$ cat config.mk
export PLATFORM = sky130hd
export DESIGN_NAME = poly1305_msg_sched
export DESIGN_NICKNAME = d
export VERILOG_FILES = /design/src/rtl/poly1305_msg_sched.sv
export SDC_FILE = /design/constraint.sdc
export NUM_CORES = 1
export LEC_CHECK = 0
export CORE_AREA = 2 2 407 409
export CTS_CLUSTER_SIZE = 30
export DETAILED_ROUTE_END_ITERATION = 8
export DIE_AREA = 0 0 409 411
export GPL_TIMING_DRIVEN = 0
export PLACE_DENSITY = 0.45
export SETUP_SLACK_MARGIN = 0.4
export SYNTH_ARGS = -nofsm -noshare
export SYNTH_HDL_FRONTEND = slang
export SYNTH_SLANG_ARGS = --single-unit
export TNS_END_PERCENT = 30
$ cat constraint.sdc
create_clock -name clk -period 3.75 [get_ports clk]
set_input_delay 0.5625 -clock clk [delete_from_list [all_inputs] [get_ports clk]]
set_output_delay 0.5625 -clock clk [all_outputs]
set_load 0.02 [all_outputs]
$ cat src/rtl/poly1305_msg_sched.sv
// poly1305_msg_sched: splits a Poly1305 message into padded 129-bit blocks for an external
// block processor, tracks the accumulator and forms the final tag.
module poly1305_msg_sched (
    input  logic         clk,
    input  logic         reset_n,
    input  logic         key_valid,
    input  logic [255:0] key,
    input  logic         in_valid,
    output logic         in_ready,
    input  logic [127:0] in_data,
    input  logic [4:0]   in_bytes,
    input  logic         in_last,
    output logic [127:0] pb_r,
    output logic [128:0] pb_m,
    output logic [129:0] pb_a,
    output logic         pb_start,
    input  logic         pb_done,
    input  logic [129:0] pb_a_out,
    output logic [127:0] tag,
    output logic         tag_valid,
    input  logic         tag_ready
);
    localparam logic [127:0] CLAMP = 128'h0ffffffc0ffffffc0ffffffc0fffffff;
    typedef enum logic [2:0] {IDLE, WAIT_MSG, PROC, FINAL, TAG_OUT} state_t;
    state_t       state;
    logic [129:0] acc;
    logic [127:0] s;
    logic         last;
    logic [4:0]   n;
    logic [7:0]   pad_pos;
    logic [127:0] data_mask;
    logic [128:0] m_blk;
    logic         accept;
    assign n         = in_bytes > 5'd16 ? 5'd16 : in_bytes;
    assign pad_pos   = {n, 3'b000};
    // a full chunk shifts the one out of range, so the mask wraps to all ones
    assign data_mask = (128'd1 << pad_pos) - 128'd1;
    assign m_blk     = {1'b0, in_data & data_mask} | (129'd1 << pad_pos);
    assign accept    = in_valid && in_ready;
    assign pb_a      = acc;
    always_ff @(posedge clk or negedge reset_n) begin
        if (!reset_n) begin
            state     <= IDLE;
            in_ready  <= 1'b0;
            pb_start  <= 1'b0;
            tag_valid <= 1'b0;
            pb_r      <= '0;
            pb_m      <= '0;
            acc       <= '0;
            s         <= '0;
            tag       <= '0;
            last      <= 1'b0;
        end else begin
            pb_start <= 1'b0;
            case (state)
                IDLE: if (key_valid) begin
                    pb_r     <= key[127:0] & CLAMP;
                    s        <= key[255:128];
                    acc      <= '0;
                    in_ready <= 1'b1;
                    state    <= WAIT_MSG;
                end
                WAIT_MSG: if (accept) begin
                    last <= in_last;
                    if (n != 5'd0) begin
                        pb_m     <= m_blk;
                        pb_start <= 1'b1;
                        in_ready <= 1'b0;
                        state    <= PROC;
                    end else if (in_last) begin
                        in_ready <= 1'b0;
                        state    <= FINAL;
                    end
                end
                PROC: if (pb_done) begin
                    acc      <= pb_a_out;
                    in_ready <= !last;
                    state    <= last ? FINAL : WAIT_MSG;
                end
                FINAL: begin
                    tag       <= acc[127:0] + s;
                    tag_valid <= 1'b1;
                    state     <= TAG_OUT;
                end
                TAG_OUT: if (tag_ready) begin
                    tag_valid <= 1'b0;
                    pb_r      <= '0;
                    s         <= '0;
                    state     <= IDLE;
                end
                default: state <= IDLE;
            endcase
        end
    end
endmodule
## Yosys cells after proc, flatten, opt, wreduce, memory -nomap -nowiden

Cells that the tools add are included.

| word-level totals | value |
|---|---|
| bits in registers | 650 |
| bits of input ports | 526 |

| cells by class | value |
|---|---|
| $add $sub $neg | 2 |
| $lt $le $gt $ge | 1 |
| equal/unequal tests | 9 |
| shifts and indexed selects | 2 |
| mux-type cells | 28 |
| bitwise logic cells | 2 |
| reductions and logical operators | 15 |

Operators with widths:

| cell | count |
|---|---|
| $pmux W128 S2 | 2 |
| $mux W128 | 3 |
| $mux W130 | 2 |
| $pmux W130 S2 | 1 |
| $or A128 B129 Y129 | 1 |
| $shl A1 B8 Y129 const A | 1 |
| $add A128 B128 Y128 | 1 |
| $and A128 B128 Y128 | 1 |
| $shl A1 B8 Y128 const A | 1 |
| $sub A128 B1 Y128 const B | 1 |
| $mux W3 | 6 |
| $pmux W3 S5 | 1 |
| $reduce_and A5 Y1 | 2 |
| $mux W1 | 9 |
| $reduce_and A3 Y1 | 3 |
| $ne A2 B2 Y1 const B | 4 |
| $eq A3 B2 Y1 const B | 2 |
| $reduce_bool A2 Y1 | 3 |
| $gt A5 B5 Y1 const B | 1 |
| $mux W5 | 1 |
| $reduce_bool A5 Y1 | 1 |
| $reduce_and A2 Y1 | 2 |
| $eq A3 B1 Y1 const B | 1 |
| $eq A3 B3 Y1 const B | 1 |
| other kinds (8) | 8 |

## Longest topological paths before layout

| depth | value |
|---|---|
| depth after elaboration | 6 |
| gate-level depth with buffers | 14 |
| depth with buffers taken out | 14 |

## Worst setup path after synthesis

Ideal clock, no wire load.

| timing path | value |
|---|---|
| path type | register to register |
| from | register acc[0], in the netlist pb_a[0] |
| to | register tag[114] |
| data arrival time | 3.420 ns |
| required time | 3.621 ns |
| setup slack | 0.201 ns |
| cell stages (with the launch flop) | 15 |
| path buffers | 0 |
| clock period less this slack | 3.549 ns |
| path through | dfrtp_1 ha_1 fa_1 a21oi_1 nand4b_1 a21oi_1 o311a_1 o2111ai_2 a2111oi_4 o31ai_4 o21ai_1 a311o_1 a21oi_1 xor2_1 o21ai_1 |

| on the way | value |
|---|---|
| longest elaborated chain between the ends | 1 |

RTL lines:

| item | RTL line | source |
|---|---|---|
| start: declaration | 26 | `logic [129:0] acc;` |
| start signal: assignment | 76 | `acc <= pb_a_out;` |
| $add A128 B128 Y128 | 81 | `tag <= acc[127:0] + s;` |
| end signal: assignment | 81 |  |
| end: declaration | 19 | `output logic [127:0] tag,` |

No other way between the ends.
A chain may end at the register's enable or synchronous reset.

## Worst setup path in the final report

| timing path | value |
|---|---|
| from | register acc[0], in the netlist pb_a[0] |
| to | register tag[124] |

The elaborated chain is that of the path after synthesis.

==> flow_summary.ini <==
[critical_path]
reg2reg_to = tag[124]$_DFFE_PN0P_
path_depth = 19
crit_fanout = 3
critPathBufInv = 5
reg2reg_slack_ns = -0.22
reg2regPathDepth = 19
cp_slowest_stage_delay_ns = 0.42
path_cells = ha_4 > fa_2 > a21oi_2 > nand4b_1 > buf_6 > a21oi_4 > buf_4 > buf_6 > nand2_4 > a211oi_4 > buf_12 > o2111ai_4 > a21oi_4 > buf_6 > o211ai_1 > nand3_2 > o41ai_4 > xor2_1 > o21ai_1
cp_top_family = compound AO/OA/AOI/OAI gates
worstSetupEndpoint = tag[124]$_DFFE_PN0P_
crit_arrival_ns = 4.50
r2r-start = pb_a[0]$_DFFE_PN0P_
critPathLaunchType = flip-flop
cpMaxStageDelayCell = dfrtp_2
cp_common_cell = buf_6
worstSetupPathType = reg -> reg
cp.required_ns = 4.29
crit_start = pb_a[0]$_DFFE_PN0P_
end_kind = flip-flop

[yosys]
synth_top_area_share_pct = 49.8
synth-edff-count = 0
synth-main-ff-cell = dfrtp_1
synthTopCellsByArea = dfrtp_1, a22o_1, nand2_1
ys.warnings.count = 0
avgSynthCellArea_sq_um = 9.53
synthArstFlopShare_pct = 100
ys_types = 80
synth_top_area_cell = dfrtp_1
synth_seq_area_share_pct = 49.8
ys_seq_elements = 628
syn_area_sq_um = 31500
synth_cells = 3309

[die]
start_util_pct = 19.2
die_w_um = 409
ios = 1044
dieArea_sq_um = 168000
fp-row-count = 149
die_height_um = 411
coreArea_sq_um = 164000

[cells_and_area]
regArea_sq_um = 15700
most-common-layout-cells = clkdlybuf4s50_1, nand2_1, dfrtp_1, a22o_1, o21ai_0
final_common_cell = clkdlybuf4s50_1
nNetsFinal = 5207
fin_area_sq_um = 50700
multi_input_area_sq_um = 16600
fin_cells = 6809
final_layout_size_suffix_gt1_share_pct = 13.5
areaGrowthSynthToFinish_pct = 60.8
fillers = 17200

[clock_network]
clk_pin_slew_ns = 0.06
htreeDepth = 3
clkLatencyLatePin_ns = 0.71
clk_path_buf_depth = 3
clkSinkCount = 628
cts_tree = built
cts-buffers-inserted = 83
root_buffer = clkbuf_16

[timing]
layout_min_cycle_time_ns = 3.97
clock_skew_ns = 0.0430
rsz0062_at_grt = true
worst_slack_ns = -0.218
period_share_pct = 106
setup_viol_count_final = 15
drv_slew = 0
worst_pin_slew_ns = 1.08
fmax_mhz = 252
relSlewSlack_pct = 27.5
hold_viol_final = 0

[placed_design]
dpl.cell_count = 6524
gp_congestion = 0.908
port_buffers = 995
dpl.hpwl_um = 140000
place_area_sq_um = 44600

[pwr]
power_density_nw_per_um2 = 876
ir_drop_uv = 402
p_leak_uw = 0.0215

[detailed_routing]
routedWlPerCell_um = 25.8
vias = 31300
ant_nets = 0
drcViolationCount = 0
dr.pass1.iters = 5
drtIter0Drc = 2170
routed_via_density = 4.59
wl_um = 175000

[grt]
antenna_found_initial = 35
grt_pass1_vias = 31700
grt_pass1_wl_um = 244000
track_usage_pct = 20.1
grt_overflow = 0
grt_start_max_net_pins = 109

[hold_path]
hold_class = in -> async

[status]
outcome = finished with violations
violations = negative setup slack

[job]
drv_cap = 0
-- per-stage QoR --
stage	setup slack, ns	setup TNS [ns]	hold WS, ns	power [uW]	util, %
floorplan	0.389	0	0.267	22800	-
global placement	-31.91	-	0.452	33800	27.0
detailed placement	-1.93	-230.36	0.426	33800	27.2
CTS	-0.185	-1.31	0.245	43900	30.2
global route	-0.310	-3.49	0.263	47100	30.9
finish	-0.218	-1.94	0.297	44400	30.9
-- cells by family (layout without fill, tap and decap cells) --
group	after synthesis	in the layout	synth area share, %
buffers and inverters	295	1579	3.81
and+or+nand+nor	999	999	13.7
xor gates and xnor gates	120	120	3.33
other	1	28	0.0119
adders and majority gates	129	129	5.14
AOI/OAI and AO/OA	1134	1134	24.0
DFF	628	628	49.8
muxes	3	3	0.107
-- timing repair --
action | in CTS | in global routing
cloned | 0 | 0
endpoints found under the hold margin | 19 | 0
gates resized for setup | 325 | 227
endpoints found under the setup margin | 439 | 100
setup buffers | 91 | 41
hold buffers | 1 | 0
pin swaps | 90 | 115
-- layout make-up --
| cell class | count | share of cell area [%] |
|---|---|---|
| Timing Repair Buffer | 1138 | 22.5 |
| Clock buffer | 116 | 4.58 |
| Clock inverter | 31 | 0.903 |
| Multi-Input combinational cell | 2407 | 32.8 |
| Sequential cell | 628 | 31.0 |
| Antenna cell | 6 | 0.0296 |
| Tap cell | 2189 | 5.40 |
| Inverter | 44 | 0.326 |
| Buffer | 250 | 2.49 |
-- how the worst min path moves through the flow --
stage | startpoint | to | cells past startpoint | slack [ns]
4_1_cts | reset_n | pb_r[1]$_DFFE_PN0P_ | 2 | 0.24
5_1_grt | reset_n | pb_r[1]$_DFFE_PN0P_ | 2 | 0.26
3_3_place_gp | tag[83]$_DFFE_PN0P_ | tag[83]$_DFFE_PN0P_ | 2 | 0.45
2_1_floorplan | reset_n | in_ready$_DFFE_PN0P_ | 0 | 0.27
6_report | reset_n | pb_a[126]$_DFFE_PN0P_ | 2 | 0.30
3_5_place_dp | reset_n | pb_a[126]$_DFFE_PN0P_ | 1 | 0.43
-- Yosys cell counts, types with 16 or more instances --
cell,instances
o21a_1,22
o21ai_0,351
clkbuf_1,211
a21oi_1,223
xor2_1,55
a31oi_1,21
nor2_1,123
xnor2_1,65
a22o_1,312
nand2_1,630
nor3_1,34
a21o_1,71
buf_4,22
nand3_1,56
o21bai_1,39
nand4_1,60
nor2b_1,16
ha_1,128
dfrtp_1,628
inv_1,44
-- state kept, by name, indices dropped and copies added (netlist names) --
signal,count
in_ready,1
last,1
pb_a,130
pb_m,129
pb_r,106
pb_start,1
s,128
state,3
tag,128
tag_valid,1
-- report_power, final --
group	internal [uW]	total [uW]	switching, uW
clock	4780	8310	3530
combinational	9970	24100	14200
sequential	9630	12000	2350
total	24400	44400	20000
-- worst reg2reg max path, stage by stage, from the launching register on --
cell	delay [ns]
dfrtp_2	0.42
ha_4	0.18
fa_2	0.41
a21oi_2	0.18
nand4b_1	0.15
buf_6	0.15
a21oi_4	0.08
buf_4	0.14
buf_6	0.12
nand2_4	0.07
a211oi_4	0.06
buf_12	0.14
o2111ai_4	0.33
a21oi_4	0.17
buf_6	0.17
o211ai_1	0.21
nand3_2	0.19
o41ai_4	0.25
xor2_1	0.27
o21ai_1	0.09
-- metal layers --
metal | share of wire [%] | track usage [%]
met1 | 44 | 26.7
met2 | 46 | 32.2
met3 | 7.7 | 5.56
met4 | 2.6 | 5.17
met5 | 0.056 | 0
Note: power is estimated with default switching activity, not from simulation.
